--- config.mk ---
export PLATFORM = sky130hd
export DESIGN_NAME = uart_tx_fifo_drain_flat
export DESIGN_NICKNAME = d
export VERILOG_FILES = /design/src/rtl/uart_tx_fifo_drain_if.sv /design/src/rtl/uart_tx_fifo_drain.sv /design/src/flat_wrapper.sv
export SDC_FILE = /design/constraint.sdc
export NUM_CORES = 1
export LEC_CHECK = 0
export BUFFER_PORTS_ARGS = -buffer_cell sky130_fd_sc_hd__buf_2
export CORE_ASPECT_RATIO = 1.75
export CORE_MARGIN = 2
export CORE_UTILIZATION = 50
export DETAILED_ROUTE_END_ITERATION = 6
export PLACE_DENSITY = 0.77
export SYNTH_ARGS = -nofsm -noshare
export SYNTH_HDL_FRONTEND = slang
export SYNTH_SLANG_ARGS = --single-unit
--- constraint.sdc ---
create_clock -name clk_i -period 4.14 [get_ports clk_i]
set_clock_uncertainty 0.15 [all_clocks]
set_input_delay 0 -clock clk_i [delete_from_list [all_inputs] [get_ports clk_i]]
set_output_delay 0 -clock clk_i [all_outputs]
set_load 0.05 [all_outputs]
--- src/rtl/uart_tx_fifo_drain_if.sv ---
// Handshake bundle between the FIFO read side and the UART transmitter.
// The master modport is the transmitter's view; slave is the FIFO/line side.
interface uart_tx_fifo_drain_if;
  logic       fifo_empty;
  logic [7:0] fifo_data;
  logic       fifo_read;
  logic       cts;
  logic       tx;
  logic       busy;
  logic       done;

  modport master (
    input  fifo_empty,
    input  fifo_data,
    input  cts,
    output fifo_read,
    output tx,
    output busy,
    output done
  );

  modport slave (
    output fifo_empty,
    output fifo_data,
    output cts,
    input  fifo_read,
    input  tx,
    input  busy,
    input  done
  );
endinterface

--- src/rtl/uart_tx_fifo_drain.sv ---
// UART transmitter fed from the read side of a FIFO: one byte fetched per frame, sent as
// start, 8 data bits LSB-first, optional parity and 1 or 2 stop bits at CLKS_PER_BIT clocks/bit.
module uart_tx_fifo_drain #(
  parameter int unsigned CLKS_PER_BIT = 868,
  parameter int unsigned PARITY       = 0,
  parameter int unsigned STOP_BITS    = 1
) (
  input logic                  clk_i,
  input logic                  rst_i,
  uart_tx_fifo_drain_if.master bus_io
);

  localparam int unsigned CntW      = (CLKS_PER_BIT > 1) ? $clog2(CLKS_PER_BIT) : 1;
  localparam logic [CntW-1:0] CntLast = CntW'(CLKS_PER_BIT - 1);
  localparam logic HasParity = (PARITY != 0);
  localparam logic OddParity = (PARITY == 2);
  localparam logic StopLast  = (STOP_BITS == 2);

  typedef enum logic [2:0] {
    StIdle,
    StRead,
    StLoad,
    StStart,
    StData,
    StParity,
    StStop
  } state_e;

  state_e          state_q, state_d;
  logic [CntW-1:0] baud_q, baud_d;
  logic [2:0]      bit_idx_q, bit_idx_d;
  logic            stop_q, stop_d;
  logic [7:0]      shift_q, shift_d;
  logic            parity_q, parity_d;

  logic baud_wrap;
  assign baud_wrap = (baud_q == CntLast);

  always_ff @(posedge clk_i) begin
    if (rst_i) begin
      state_q   <= StIdle;
      baud_q    <= '0;
      bit_idx_q <= '0;
      stop_q    <= 1'b0;
      shift_q   <= '0;
      parity_q  <= 1'b0;
    end else begin
      state_q   <= state_d;
      baud_q    <= baud_d;
      bit_idx_q <= bit_idx_d;
      stop_q    <= stop_d;
      shift_q   <= shift_d;
      parity_q  <= parity_d;
    end
  end

  always_comb begin
    state_d   = state_q;
    baud_d    = baud_q;
    bit_idx_d = bit_idx_q;
    stop_d    = stop_q;
    shift_d   = shift_q;
    parity_d  = parity_q;

    case (state_q)
      StIdle: begin
        // Cts is only consulted here, so a mid-frame drop never aborts a frame
        if (!bus_io.fifo_empty && bus_io.cts) begin
          state_d = StRead;
        end
      end
      StRead: begin
        state_d = StLoad;
      end
      StLoad: begin
        shift_d  = bus_io.fifo_data;
        parity_d = (^bus_io.fifo_data) ^ OddParity;
        baud_d   = '0;
        state_d  = StStart;
      end
      StStart: begin
        if (baud_wrap) begin
          baud_d    = '0;
          bit_idx_d = 3'd0;
          state_d   = StData;
        end else begin
          baud_d = baud_q + CntW'(1);
        end
      end
      StData: begin
        if (baud_wrap) begin
          baud_d = '0;
          if (bit_idx_q == 3'd7) begin
            stop_d  = 1'b0;
            state_d = HasParity ? StParity : StStop;
          end else begin
            bit_idx_d = bit_idx_q + 3'd1;
          end
        end else begin
          baud_d = baud_q + CntW'(1);
        end
      end
      StParity: begin
        if (baud_wrap) begin
          baud_d  = '0;
          stop_d  = 1'b0;
          state_d = StStop;
        end else begin
          baud_d = baud_q + CntW'(1);
        end
      end
      StStop: begin
        if (baud_wrap) begin
          baud_d = '0;
          if (stop_q == StopLast) begin
            stop_d  = 1'b0;
            state_d = StIdle;
          end else begin
            stop_d = 1'b1;
          end
        end else begin
          baud_d = baud_q + CntW'(1);
        end
      end
      default: begin
        state_d = StIdle;
      end
    endcase
  end

  // All outputs decode registered state only, keeping FifoRead and Tx glitch-free.
  always_comb begin
    bus_io.tx = 1'b1;
    case (state_q)
      StStart:  bus_io.tx = 1'b0;
      StData:   bus_io.tx = shift_q[bit_idx_q];
      StParity: bus_io.tx = parity_q;
      default:  bus_io.tx = 1'b1;
    endcase
    bus_io.fifo_read = (state_q == StRead);
    bus_io.busy      = (state_q != StIdle);
    bus_io.done      = (state_q == StStop) && baud_wrap && (stop_q == StopLast);
  end

endmodule
--- src/flat_wrapper.sv ---
// flat-port wrapper written by rule: the top's interface ports become plain ports
module uart_tx_fifo_drain_flat 
#(
  parameter int unsigned CLKS_PER_BIT = 868,
  parameter int unsigned PARITY       = 0,
  parameter int unsigned STOP_BITS    = 1
)
  (clk_i, rst_i, bus_io_fifo_empty, bus_io_fifo_data, bus_io_cts, bus_io_fifo_read, bus_io_tx, bus_io_busy, bus_io_done);
  uart_tx_fifo_drain_if bus_io_i ();
  input logic clk_i;
  input logic rst_i;
  input wire logic [$bits(bus_io_i.fifo_empty)-1:0] bus_io_fifo_empty;
  input wire logic [$bits(bus_io_i.fifo_data)-1:0] bus_io_fifo_data;
  input wire logic [$bits(bus_io_i.cts)-1:0] bus_io_cts;
  output wire logic [$bits(bus_io_i.fifo_read)-1:0] bus_io_fifo_read;
  output wire logic [$bits(bus_io_i.tx)-1:0] bus_io_tx;
  output wire logic [$bits(bus_io_i.busy)-1:0] bus_io_busy;
  output wire logic [$bits(bus_io_i.done)-1:0] bus_io_done;
  assign bus_io_i.fifo_empty = bus_io_fifo_empty;
  assign bus_io_i.fifo_data = bus_io_fifo_data;
  assign bus_io_i.cts = bus_io_cts;
  assign bus_io_fifo_read = bus_io_i.fifo_read;
  assign bus_io_tx = bus_io_i.tx;
  assign bus_io_busy = bus_io_i.busy;
  assign bus_io_done = bus_io_i.done;
  uart_tx_fifo_drain #(.CLKS_PER_BIT(CLKS_PER_BIT), .PARITY(PARITY), .STOP_BITS(STOP_BITS)) u_core (.clk_i(clk_i), .rst_i(rst_i), .bus_io(bus_io_i));
endmodule
* After elaboration in Yosys (flattened, before gate mapping)
Cells that the tools add are included.
W data, S select, Z words.
** Word-level totals
- Register bits after elaboration :: 26
- Output and inout port bits :: 4
- Word-level logic and storage cells :: 63
** Cells by class
- Add/sub/neg operators :: 2
- $lt $le $gt $ge :: 1
- Equality and inequality tests :: 16
- Muxes and demuxes :: 23
- Bitwise logic cells :: 1
- Reduce and logical (&&, ||, !) cells :: 14
** Operators with widths (number)
- $mux W3 :: 10
- $pmux W3 S7 :: 1
- $pmux W10 S2 :: 1
- $eq A3 B3 Y1 const B :: 4
- $ne A2 B1 Y1 const B :: 6
- $add A10 B1 Y10 const B :: 1
- $eq A10 B10 Y1 const B :: 1
- $mux W10 :: 1
- $reduce_xor A8 Y1 :: 1
- $reduce_and A7 Y1 :: 1
- $eq A3 B2 Y1 const B :: 2
- $mux W1 :: 6
- $pmux W1 S3 :: 2
- $pmux W3 S2 :: 1
- $reduce_bool A3 Y1 :: 2
- $reduce_and A5 Y1 :: 1
- $lt A3 B4 Y1 const B :: 1
- $ne A2 B2 Y1 const B :: 2
- $reduce_and A4 Y1 :: 1
- $reduce_bool A2 Y1 :: 2
- $reduce_or A4 Y1 :: 1
- $add A3 B1 Y3 const B :: 1
- $bmux W1 S3 :: 1
- $eq A3 B1 Y1 const B :: 1
- 4 further kinds :: 6

* Logic depth before layout (Yosys ltp)
- Word-level depth :: 4
- Depth in mapped cells :: 6

* Worst setup path after synthesis
OpenSTA, ideal clock, no wires.
- Path type :: register -> output
- Start :: register u_core.baud_q[0]
- End :: output port bus_io_done
- Data arrival time :: 2512 ps
- Slack :: 1478 ps
- Stages on the path, launching flop included :: 6
- Buffers on the path :: 1
- Cell sequence :: dfxtp_1 ha_1 and4b_1 nand3_1 buf_2 nor4_1
** Between the ends
- Longest elaborated chain between the ends :: 3
** Ends and longest elaborated chain
- start: declaration :: line uart_tx_fifo_drain.sv:30 : logic [CntW-1:0] baud_q, baud_d;
- start signal: assignment :: line uart_tx_fifo_drain.sv:49 : baud_q <= baud_d;
- $eq A10 B10 Y1 :: line uart_tx_fifo_drain.sv:37 : assign baud_wrap = (baud_q == CntLast);
- $logic_and A1 B1 Y1 (2 in series) :: line uart_tx_fifo_drain.sv:142 : bus_io.done = (state_q == StStop) && baud_wrap && (stop_q == StopLast);
- end: declaration :: line flat_wrapper.sv:18 : output wire logic [$bits(bus_io_i.done)-1:0] bus_io_done;
Every way passes these cells.

* Worst setup path in the final report
- Start :: register u_core.baud_q[1]
- End :: output port bus_io_done
Same word-level chain as after synthesis.

==> impl_metrics.tcl <==
set metrics [dict create \
    rsz0062_at_grt "no" \
    synthMuxAreaShare_pct 10.72 \
    hold_viol 0 \
    tns_ns 0 \
    clockRootBuffer "clkbuf_8" \
    fill_cells 214 \
    swShare_pct 31.56 \
    power.total_uw 561.5 \
    tritoncts "done" \
    cts_buffers 3 \
    cp-start-kind "register" \
    cp.arrival_ns 2.16 \
    synthFlopType "dfxtp_1" \
    drc 0 \
    min_path_type "input pin to register" \
    critPathSlowestCell "dfxtp_1" \
    post-dp-hpwl_um 2241 \
    critical_path.max_stage_delay_ns 0.40 \
    clk_transition_reported_paths_ns 0.10 \
    synth.avg_cell_area_um2 8.585 \
    yosys.area_share.simple_pct 25.21 \
    synth_compound_area_share_pct 13.47 \
    cp.required_ns 3.99 \
    synthAdderAreaFrac_pct 2.750 \
    grt_pass1_vias 1295 \
    dr.pass1.iters 4 \
    die_h_um 73.12 \
    routed_wl_um 3136 \
    crit_type "register to output port" \
    postRouteAntennaNets 0 \
    rows 25 \
    slew_headroom_pct 52.98 \
    io_pins 16 \
    min_from "bus_io_cts" \
    grtUsageTotal_pct 21.17 \
    r2r_start "u_core.state_q[1]" \
    synth_top_family_by_area "simple AND/OR/NAND/NOR gates" \
    io_buffers 15 \
    core_mm2 0.002659 \
    drt-wirelength-per-cell_um 14.52 \
    cts_htree_levels 1 \
    n_antenna_cell 0 \
    nets 205 \
    power_frac_seq_pct 48.2 \
    grt_max_degree 19 \
    ys_async_sr_fraction_pct 0 \
    ctsResizeCount 0 \
    powerDensity_mw_per_mm2 336.7 \
    synth_cell_types 44 \
    final-setup-viol-count 0 \
    grt_antenna_before_repair 0 \
    worst_slew_pin_slew_ns 0.6993 \
    fmax_ghz 0.4336 \
    cp-end-kind "output port" \
    start_util_pct 51.34 \
    die_area_mm2 0.003180 \
    grt_pass1_wl_um 5216 \
    yosys_warnings 0 \
    status "finished, final reports clean" \
    drt_iter0_drc 25 \
    crit_chain "ha_1, and4b_1, nand3_1, nor4_1, buf_2" \
    clock_latency_ns 0.27 \
    cts_buffer_depth 2 \
    power_frac_comb_pct 24.4 \
    die_x_um 43.50 \
    synth-xor-area-share_pct 7.699 \
    vias 1255 \
    syn_area_mm2 0.001365 \
    crit_fanout 11 \
    grt-ovfl-total 0 \
    synth_nets 174 \
    ys_seq_elements 25 \
    final_max_slew_viol_count 0 \
    period_share_pct 55.71 \
    power_switching_uw 177.2 \
    ys_seq_area_share_pct 36.66 \
    synth_edf_count 0 \
    area_growth_pct 22.18 \
    layout-drive-gt1-share_pct 15.87 \
    postSynthCellCount 159 \
    p_leak_nw 0.6313 \
    period_needed_ns 2.306 \
    viasPerCell 5.810 \
    cap_violations 0 \
    ir_drop_mv 0.2319 \
    cts.sinks 25 \
    startpoint "u_core.baud_q[1]" \
    power_frac_clock_pct 27.4 \
    p_int_uw 384.3 \
    place.gp.congestion 0.8520 \
]
-- kinds of logic (layout without fill, tap and decap cells) --
logic type,after synthesis,after routing
compound gates,29,29
xor+xnor,12,12
fa+ha+maj,3,3
buf+inv,11,41
flops,25,25
mux,12,12
simple gates,67,67
-- final timing paths --
| check | slack (ns) | endpoint | cells past startpoint |
|---|---|---|---|
| setup / recovery | 1.83 | bus_io_done | 5 |
| setup reg to reg | 1.97 | u_core.shift_q[0] | 6 |
| hold reg to reg | 0.36 | u_core.baud_q[0] | 2 |
| hold / removal | 0.04 | u_core.state_q[0] | 5 |
-- cells in the final DEF (no fill, tap or decap), drive strengths merged, types with 2 or more instances in the layout --
cell type / netlist / routed
nor4: 3 / 3
ha: 3 / 3
and2: 2 / 2
nor4b: 2 / 2
and3: 2 / 2
mux4: 2 / 2
xor2: 3 / 3
nor2: 17 / 17
or2: 3 / 3
o31ai: 2 / 2
clkbuf: 1 / 3
mux2i: 9 / 9
o21ai: 3 / 3
or3: 2 / 2
nand3: 6 / 6
buf: 6 / 16
o211ai: 2 / 2
nor3: 4 / 4
inv: 4 / 4
nand2: 18 / 18
a21oi: 12 / 12
a31oi: 3 / 3
o31a: 2 / 2
dlygate4sd3: 0 / 17
xnor2: 9 / 9
dfxtp: 25 / 25
-- metal layers --
metal | global-route usage [%] | vias to the layer above | wire length (um) | part of all wire, %
met4 | 7.071 | 0 | 58 | 1.8
li1 | - | 631 | - | -
met2 | 43.12 | 30 | 1774 | 57
met3 | 2.723 | 8 | 81 | 2.6
met1 | 20.49 | 586 | 1221 | 39
met5 | 0 | - | 0 | 0
-- sequential cells by signal, indices dropped and copies added (netlist names) --
register	cells
u_core.baud_q	10
u_core.parity_q	1
u_core.state_q	3
u_core.bit_idx_q	3
u_core.shift_q	8
-- timing repair --
action                                 CTS  global route
endpoints found under the hold margin   17             0
hold buffers                            17             0
buffers inserted                         0             0
setup endpoints to repair                0             0
-- cell type report --
class,instances,area (um^2),area share [%]
clock buffers,3,41.29,2.476
clock inverters,1,7.507,0.4501
inverters,4,15.01,0.9002
multi-input cells,123,817.0,48.99
flip-flops and latches,25,500.5,30.01
well taps,27,33.78,2.026
repair buffers,33,252.7,15.15
-- synth_stat cells, types with 3 or more instances --
master   instances  share of area [%]
a21oi_1         12                4.4
a31oi_1          3                1.4
buf_2            5                1.8
dfxtp_1         25                 37
ha_1             3                2.8
inv_1            4                1.1
mux2i_1          9                6.6
nand2_1         18                4.9
nand3_1          5                1.8
nor2_1          17                4.7
nor3_1           4                1.5
nor4_1           3                1.4
o21ai_0          3                1.1
or2_2            3                1.4
xnor2_1          9                5.8
xor2_1           3                1.9
-- metrics by stage --
step	cells	utilization [%]	hold slack (ns)	cell area [um^2]	setup slack [ns]
floorplan	159	-	-0.003126	1365	1.478
global placement	195	54.49	0.1108	1449	2.079
detailed placement	195	54.49	0.1172	1449	2.074
CTS	216	62.73	0.05060	1668	1.899
global route	216	62.73	0.09115	1668	1.724
finish	216	62.73	0.04265	1668	1.834
-- power by group through the flow --
stage               clock network, mW  registers, mW  logic (mW)
finish                          0.154          0.271       0.137
CTS                             0.152          0.270       0.136
floorplan                           0          0.265       0.101
global placement                    0          0.275       0.115
global route                    0.161          0.274       0.149
detailed placement                  0          0.276       0.118
-- critical path: cells and delay by family (launching register included) --
kind,cells,cell delay [ns]
AND/OR/NAND/NOR,3,0.94
flip-flops,1,0.40
buffers and inverters,1,0.32
adder cells (fa/ha/maj),1,0.23
No activity file was read; power rests on OpenSTA's default activity.
